[config.mk]
export PLATFORM = sky130hd
export DESIGN_NAME = heat_alert_monitor
export DESIGN_NICKNAME = d
export VERILOG_FILES = /design/src/rtl/heatwatch_pkg.sv /design/src/rtl/persist_counter.sv /design/src/rtl/heat_alert_monitor.sv
export SDC_FILE = /design/constraint.sdc
export NUM_CORES = 1
export LEC_CHECK = 0
export BUFFER_PORTS_ARGS = -buffer_cell sky130_fd_sc_hd__buf_2
export CORE_MARGIN = 1
export CORE_UTILIZATION = 58
export CTS_CLUSTER_SIZE = 40
export DETAILED_ROUTE_END_ITERATION = 7
export GPL_TIMING_DRIVEN = 0
export PLACE_DENSITY = 0.85
export SKIP_CTS_REPAIR_TIMING = 1
export SYNTH_ARGS = -nofsm -noshare
export SYNTH_HDL_FRONTEND = slang
export SYNTH_SLANG_ARGS = --single-unit
[constraint.sdc]
create_clock -name clk -period 5 [get_ports clk]
set_input_delay 0.5 -clock clk [delete_from_list [all_inputs] [get_ports clk]]
set_output_delay 0.5 -clock clk [all_outputs]
set_load 0.01 [all_outputs]
[src/rtl/heatwatch_pkg.sv]
// Shared types and defaults for the heat alert monitor.
// Optional feature macro used by heat_alert_monitor: HEAT_ALERT_LATCH_EN.
package heatwatch_pkg;

   localparam int DATA_W       = 11;
   localparam int WARN_TH_DEF  = 600;
   localparam int ALERT_TH_DEF = 800;
   localparam int HYST_DEF     = 32;
   localparam int PERSIST_DEF  = 4;

   typedef enum logic [1:0] {
      ST_NORMAL = 2'b00,
      ST_WARN   = 2'b01,
      ST_ALERT  = 2'b10,
      ST_COOL   = 2'b11
   } heat_state_e;

   // Exit level = threshold minus hysteresis, clamped at zero.
   function automatic int exit_level(input int th, input int hyst);
      if (th > hyst) begin
         return th - hyst;
      end else begin
         return 0;
      end
   endfunction

endpackage

[src/rtl/persist_counter.sv]
// Counts consecutive qualifying samples; done flags the sample that completes the run.
module persist_counter #(
   parameter int PERSIST = 4
) (
   input  logic clk,
   input  logic reset,
   input  logic enable,
   input  logic hit,
   input  logic clear,
   output logic done
);

   localparam int CNT_W = $clog2(PERSIST + 1);
   localparam logic [CNT_W-1:0] MAX_C  = CNT_W'(PERSIST);
   localparam logic [CNT_W-1:0] LAST_C = CNT_W'(PERSIST - 1);

   logic [CNT_W-1:0] cnt_r;

   // done is combinational so the owner can act on the qualifying sample itself.
   assign done = enable & hit & (cnt_r >= LAST_C);

   // Run-length counter: clears on a miss or a state change, saturates at PERSIST.
   always_ff @(posedge clk) begin
      if (reset) begin
         cnt_r <= '0;
      end else if (clear) begin
         cnt_r <= '0;
      end else if (enable) begin
         if (!hit) begin
            cnt_r <= '0;
         end else if (cnt_r != MAX_C) begin
            cnt_r <= cnt_r + 1'b1;
         end else begin
            cnt_r <= cnt_r;
         end
      end else begin
         cnt_r <= cnt_r;
      end
   end

endmodule

[src/rtl/heat_alert_monitor.sv]
// Temperature alarm FSM with hysteresis, persistence, peak capture and alert counting.
// Define HEAT_ALERT_LATCH_EN to latch ALERT until an operator ack.
module heat_alert_monitor
   import heatwatch_pkg::*;
#(
   parameter int DATA_W   = heatwatch_pkg::DATA_W,
   parameter int WARN_TH  = heatwatch_pkg::WARN_TH_DEF,
   parameter int ALERT_TH = heatwatch_pkg::ALERT_TH_DEF,
   parameter int HYST     = heatwatch_pkg::HYST_DEF,
   parameter int PERSIST  = heatwatch_pkg::PERSIST_DEF
) (
   input  logic              clk,
   input  logic              reset,
   input  logic [DATA_W-1:0] sample_in,
   input  logic              sample_valid,
   input  logic              ack,
   output logic [1:0]        state_out,
   output logic              warn,
   output logic              alert,
   output logic [DATA_W-1:0] peak_out,
   output logic [7:0]        alert_count
);

   // One extra bit keeps thresholds and exit levels unambiguous at any DATA_W.
   localparam int LW = DATA_W + 1;
   localparam logic [LW-1:0] WARN_LVL_C   = LW'(WARN_TH);
   localparam logic [LW-1:0] ALERT_LVL_C  = LW'(ALERT_TH);
   localparam logic [LW-1:0] WARN_EXIT_C  = LW'(exit_level(WARN_TH, HYST));
   localparam logic [LW-1:0] ALERT_EXIT_C = LW'(exit_level(ALERT_TH, HYST));

   heat_state_e       state_r;
   heat_state_e       next_state_s;
   logic              warn_r;
   logic              alert_r;
   logic [DATA_W-1:0] peak_r;
   logic [7:0]        alert_count_r;

   logic [LW-1:0]     sample_ext_s;
   logic              above_warn_s;
   logic              above_alert_s;
   logic              below_warn_exit_s;
   logic              below_alert_exit_s;
   logic              hit_s;
   logic              done_s;
   logic              change_s;

   assign sample_ext_s       = {1'b0, sample_in};
   assign above_warn_s       = (sample_ext_s >= WARN_LVL_C);
   assign above_alert_s      = (sample_ext_s >= ALERT_LVL_C);
   assign below_warn_exit_s  = (sample_ext_s < WARN_EXIT_C);
   assign below_alert_exit_s = (sample_ext_s < ALERT_EXIT_C);

`ifdef HEAT_ALERT_LATCH_EN
   logic last_below_r;
   logic below_recent_s;
   // An ack without a fresh sample judges the last valid sample seen.
   assign below_recent_s = sample_valid ? below_alert_exit_s : last_below_r;
`endif

   // Condition the persistence counter is accumulating in the current state.
   always_comb begin
      hit_s = 1'b0;
      case (state_r)
         ST_NORMAL: hit_s = above_warn_s;
         ST_WARN:   hit_s = above_alert_s;
         ST_COOL:   hit_s = below_warn_exit_s;
         ST_ALERT:  hit_s = 1'b0;
         default:   hit_s = 1'b0;
      endcase
   end

   // Next-state decision; only qualified samples (or ack when latched) move the FSM.
   always_comb begin
      next_state_s = state_r;
      case (state_r)
         ST_NORMAL: begin
            if (done_s) begin
               next_state_s = ST_WARN;
            end else begin
               next_state_s = state_r;
            end
         end
         ST_WARN: begin
            if (sample_valid && below_warn_exit_s) begin
               next_state_s = ST_NORMAL;
            end else if (done_s) begin
               next_state_s = ST_ALERT;
            end else begin
               next_state_s = state_r;
            end
         end
         ST_ALERT: begin
`ifdef HEAT_ALERT_LATCH_EN
            if (ack && below_recent_s) begin
`else
            if (sample_valid && below_alert_exit_s) begin
`endif
               next_state_s = ST_COOL;
            end else begin
               next_state_s = state_r;
            end
         end
         ST_COOL: begin
            if (sample_valid && above_alert_s) begin
               next_state_s = ST_ALERT;
            end else if (done_s) begin
               next_state_s = ST_NORMAL;
            end else begin
               next_state_s = state_r;
            end
         end
         default: next_state_s = ST_NORMAL;
      endcase
   end

   assign change_s = (next_state_s != state_r);

   persist_counter #(
      .PERSIST (PERSIST)
   ) u_persist (
      .clk    (clk),
      .reset  (reset),
      .enable (sample_valid),
      .hit    (hit_s),
      .clear  (change_s),
      .done   (done_s)
   );

   // State, decoded flags, alert counter and peak tracker, all registered.
   always_ff @(posedge clk) begin
      if (reset) begin
         state_r       <= ST_NORMAL;
         warn_r        <= 1'b0;
         alert_r       <= 1'b0;
         peak_r        <= '0;
         alert_count_r <= 8'd0;
      end else begin
         state_r <= next_state_s;
         warn_r  <= (next_state_s == ST_WARN);
         alert_r <= (next_state_s == ST_ALERT);
         if ((next_state_s == ST_ALERT) && (state_r != ST_ALERT) && (alert_count_r != 8'hFF)) begin
            alert_count_r <= alert_count_r + 8'd1;
         end else begin
            alert_count_r <= alert_count_r;
         end
         if (ack) begin
            peak_r <= sample_valid ? sample_in : '0;
         end else if (sample_valid && (sample_in > peak_r)) begin
            peak_r <= sample_in;
         end else begin
            peak_r <= peak_r;
         end
      end
   end

`ifdef HEAT_ALERT_LATCH_EN
   // Remembers whether the last valid sample was below the alert exit level.
   always_ff @(posedge clk) begin
      if (reset) begin
         last_below_r <= 1'b0;
      end else if (sample_valid) begin
         last_below_r <= below_alert_exit_s;
      end else begin
         last_below_r <= last_below_r;
      end
   end
`endif

   assign state_out   = state_r;
   assign warn        = warn_r;
   assign alert       = alert_r;
   assign peak_out    = peak_r;
   assign alert_count = alert_count_r;

endmodule

==> out/results.tsv <==
stage	metric	value	unit
power	Tot Pwr	431	uW
logic_synthesis	top cells by area, synth	dfxtp_1 (31%), ha_1 (11%), o41ai_1 (5.7%), inv_1 (4.4%), o211ai_1 (4.4%)	
critical_path	critical path startpoint category	register	
final_layout	Register Area	520	um^2
global_route	first-pass GRT wire length	6620	um
sta	RSZ-0062 raised after global routing	false	
placement	gp weighted congestion	0.842	
logic_synthesis	Yosys Warn Count	0	
clocking	CTS Sinks	26	
power	Peak VDD IR	246	uV
run	max_cap viols	0	
clocking	cts bufs inserted	3	
logic_synthesis	Syn Area/Cell	8.26	um^2
sta	Slew headroom	0.679	
final_layout	fraction of layout cells with a size suffix above 1	0.215	
detailed_routing	routed via count	1715	
global_route	Total GRT Usage	0.259	
logic_synthesis	count of cell types in the netlist	50	
final_layout	most frequent cells in the layout	buf_2 (38), dfxtp_1 (26), inv_1 (20)	
logic_synthesis	Mapped Nets	236	
detailed_routing	drt initial violations	57	
final_layout	number of antenna diodes	0	
floorplanning	FP Rows	19	
logic_synthesis	Synth Cell Area	0.00170	mm^2
sta	Clock Skew	6.76	ps
logic_synthesis	Syn Inst Count	206	
sta	Least-Margin Pin Slew	476	ps
detailed_routing	DRC	0	
power	power density over cell area	220	mW/mm^2
final_layout	area of the multi-input gates	0.00105	mm^2
clocking	clock buffer depth	2	
detailed_routing	drt first pass iters	4	
run_status	outcome	completed	
critical_path	CP max FO	10	
floorplanning	DIE AREA	0.00315	mm^2
power	Lkg Pwr	0.000847	uW
logic_synthesis	ys flop type	dfxtp_1	
global_route	GRT overflow	0	
sta	fin crit share	0.505	
detailed_routing	drt wl/cell	14.2	um
placement	HPWL Detailed	2930	um
final_layout	commonest non-fill, non-tap cell in the layout	buf_2	
logic_synthesis	area leader, netlist	dfxtp_1	
final_layout	Layout Nets	277	
detailed_routing	Post-Route WL	3940	um
clocking	clk_lat worst skew	330	ps
critical_path	crit end category	register	
sta	endpoints failing setup	0	
floorplanning	I/O pins	38	
floorplanning	Initial Util	0.617	
detailed_routing	via-per-instance ratio	6.19	
clocking	H-tree depth	1	
global_route	antenna violations before repair	0	
global_route	largest net degree at the start of global routing	15	
critical_path	CP peak stage delay	380	ps
sta	Slew Limit Fails	0	
placement	IO Port Bufs	36	
logic_synthesis	number of flops mapped to enable cells by yosys	0	
global_route	number of global-route vias before repair	1575	
final_layout	Area Growth Syn to Fin	15.0	%
floorplanning	Core Area	0.00276	mm^2
logic_synthesis	Post-synth ARST share	0	
floorplanning	Die Height	56.2	um
floorplanning	die width	56.2	um
critical_path	Worst EP arrival	2760	ps
clocking	Root Buffer	clkbuf_4	
critical_path	Cell Chain, Critical Path	ha_1, ha_1, a211o_1, a31oi_2, o22ai_2, or2_1, buf_6, nor4_1, mux2_2	
logic_synthesis	post-synth top area share	0.306	
sta	final worst path period need	2530	ps
clocking	TritonCTS clock tree	yes	
worst_hold_path	Min-Delay Path Class	in -> reg	
critical_path	most numerous cell on the critical path	ha_1	
sta	Final Hold Fails	0	
final_layout	FILL cells	243	
sta	fmax	0.396	GHz
sta	setup_tns	0	ps
detailed_routing	Post-DRT Antenna Nets	0	
clocking	clk slew on worst S/H paths	150	ps
logic_synthesis	sequential element share of the synthesized area	0.306	
critical_path	Max stage delay cell, worst path	dfxtp_1	
critical_path	crit path kind	reg -> reg	
logic_synthesis	register bit total from synthesis	26	
critical_path	CP Data Required Time	5230	ps
[critical path, delay by kind of cell (launching register included)]
| family | cells | cell delay [ps] |
|---|---|---|
| and+or+nand+nor | 2 | 530 |
| DFF | 1 | 380 |
| muxes | 1 | 370 |
| AOI/OAI and AO/OA | 3 | 640 |
| buffers and inverters | 1 | 130 |
| adders and majority gates | 2 | 380 |
[state kept, by name, indices dropped and copies added (netlist names)]
name,cells
alert,1
alert_count,8
peak_out,11
state_out,2
u_persist.cnt_r,3
warn,1
[path summary, 6_finish.rpt]
| check | from | endpoint | slack (ps) | depth (start not counted) |
|---|---|---|---|---|
| setup / recovery | u_persist.cnt_r[0] | alert_count[5] | 2470 | 9 |
| hold / removal | sample_in[0] | peak_out[0] | 400 | 3 |
| setup reg to reg | u_persist.cnt_r[0] | alert_count[5] | 2470 | 9 |
| hold reg to reg | peak_out[0] | peak_out[0] | 500 | 2 |
[cell type report]
cell class,count,share of cell area
multi-input combinational,148,0.537
sequential,26,0.266
timing repair buffer,36,0.0921
inverter,20,0.0384
buffer,12,0.0281
tap,31,0.0198
clock buffer,4,0.0185
[synth_stat cells, drive strengths merged (4+ instances only)]
library cell	n
o41ai	11
clkbuf	9
a21oi	12
mux2	4
inv	20
o211ai	10
o21ai	8
ha	15
nor2	16
dfxtp	26
nand3	10
nand2	13
[through the flow]
stage	setup slack [ps]	hold slack [ps]	area (um^2)	util	instances
after floorplan	2700	460	1700	-	206
after global placement	2470	473	1920	0.696	273
after detailed placement	2450	479	1920	0.696	273
after CTS	2520	411	1960	0.710	277
after global routing	2350	427	1960	0.710	277
final	2470	402	1960	0.710	277
[where the power goes]
group          switching (uW)  internal (uW)  total [uW]
Sequential               5.63            216         222
Clock                    64.9           44.6         109
Combinational            61.5           38.6         100
[logic make-up after synthesis]
logic type / synth area share
flops: 0.306
simple gates: 0.179
buf+inv: 0.0765
mux: 0.0324
fa+ha+maj: 0.110
compound gates: 0.296
[per-layer routing]
| layer | up-vias | global-route usage | wire [um] | part of all wire |
|---|---|---|---|---|
| li1 | 862 | - | - | - |
| met1 | 791 | 0.332 | 1810 | 0.46 |
| met2 | 53 | 0.434 | 1890 | 0.48 |
| met3 | 9 | 0.0302 | 175 | 0.044 |
| met4 | 0 | 0.115 | 63 | 0.016 |
| met5 | - | 0 | 0 | 0 |
Note: power is estimated with default switching activity, not from simulation.
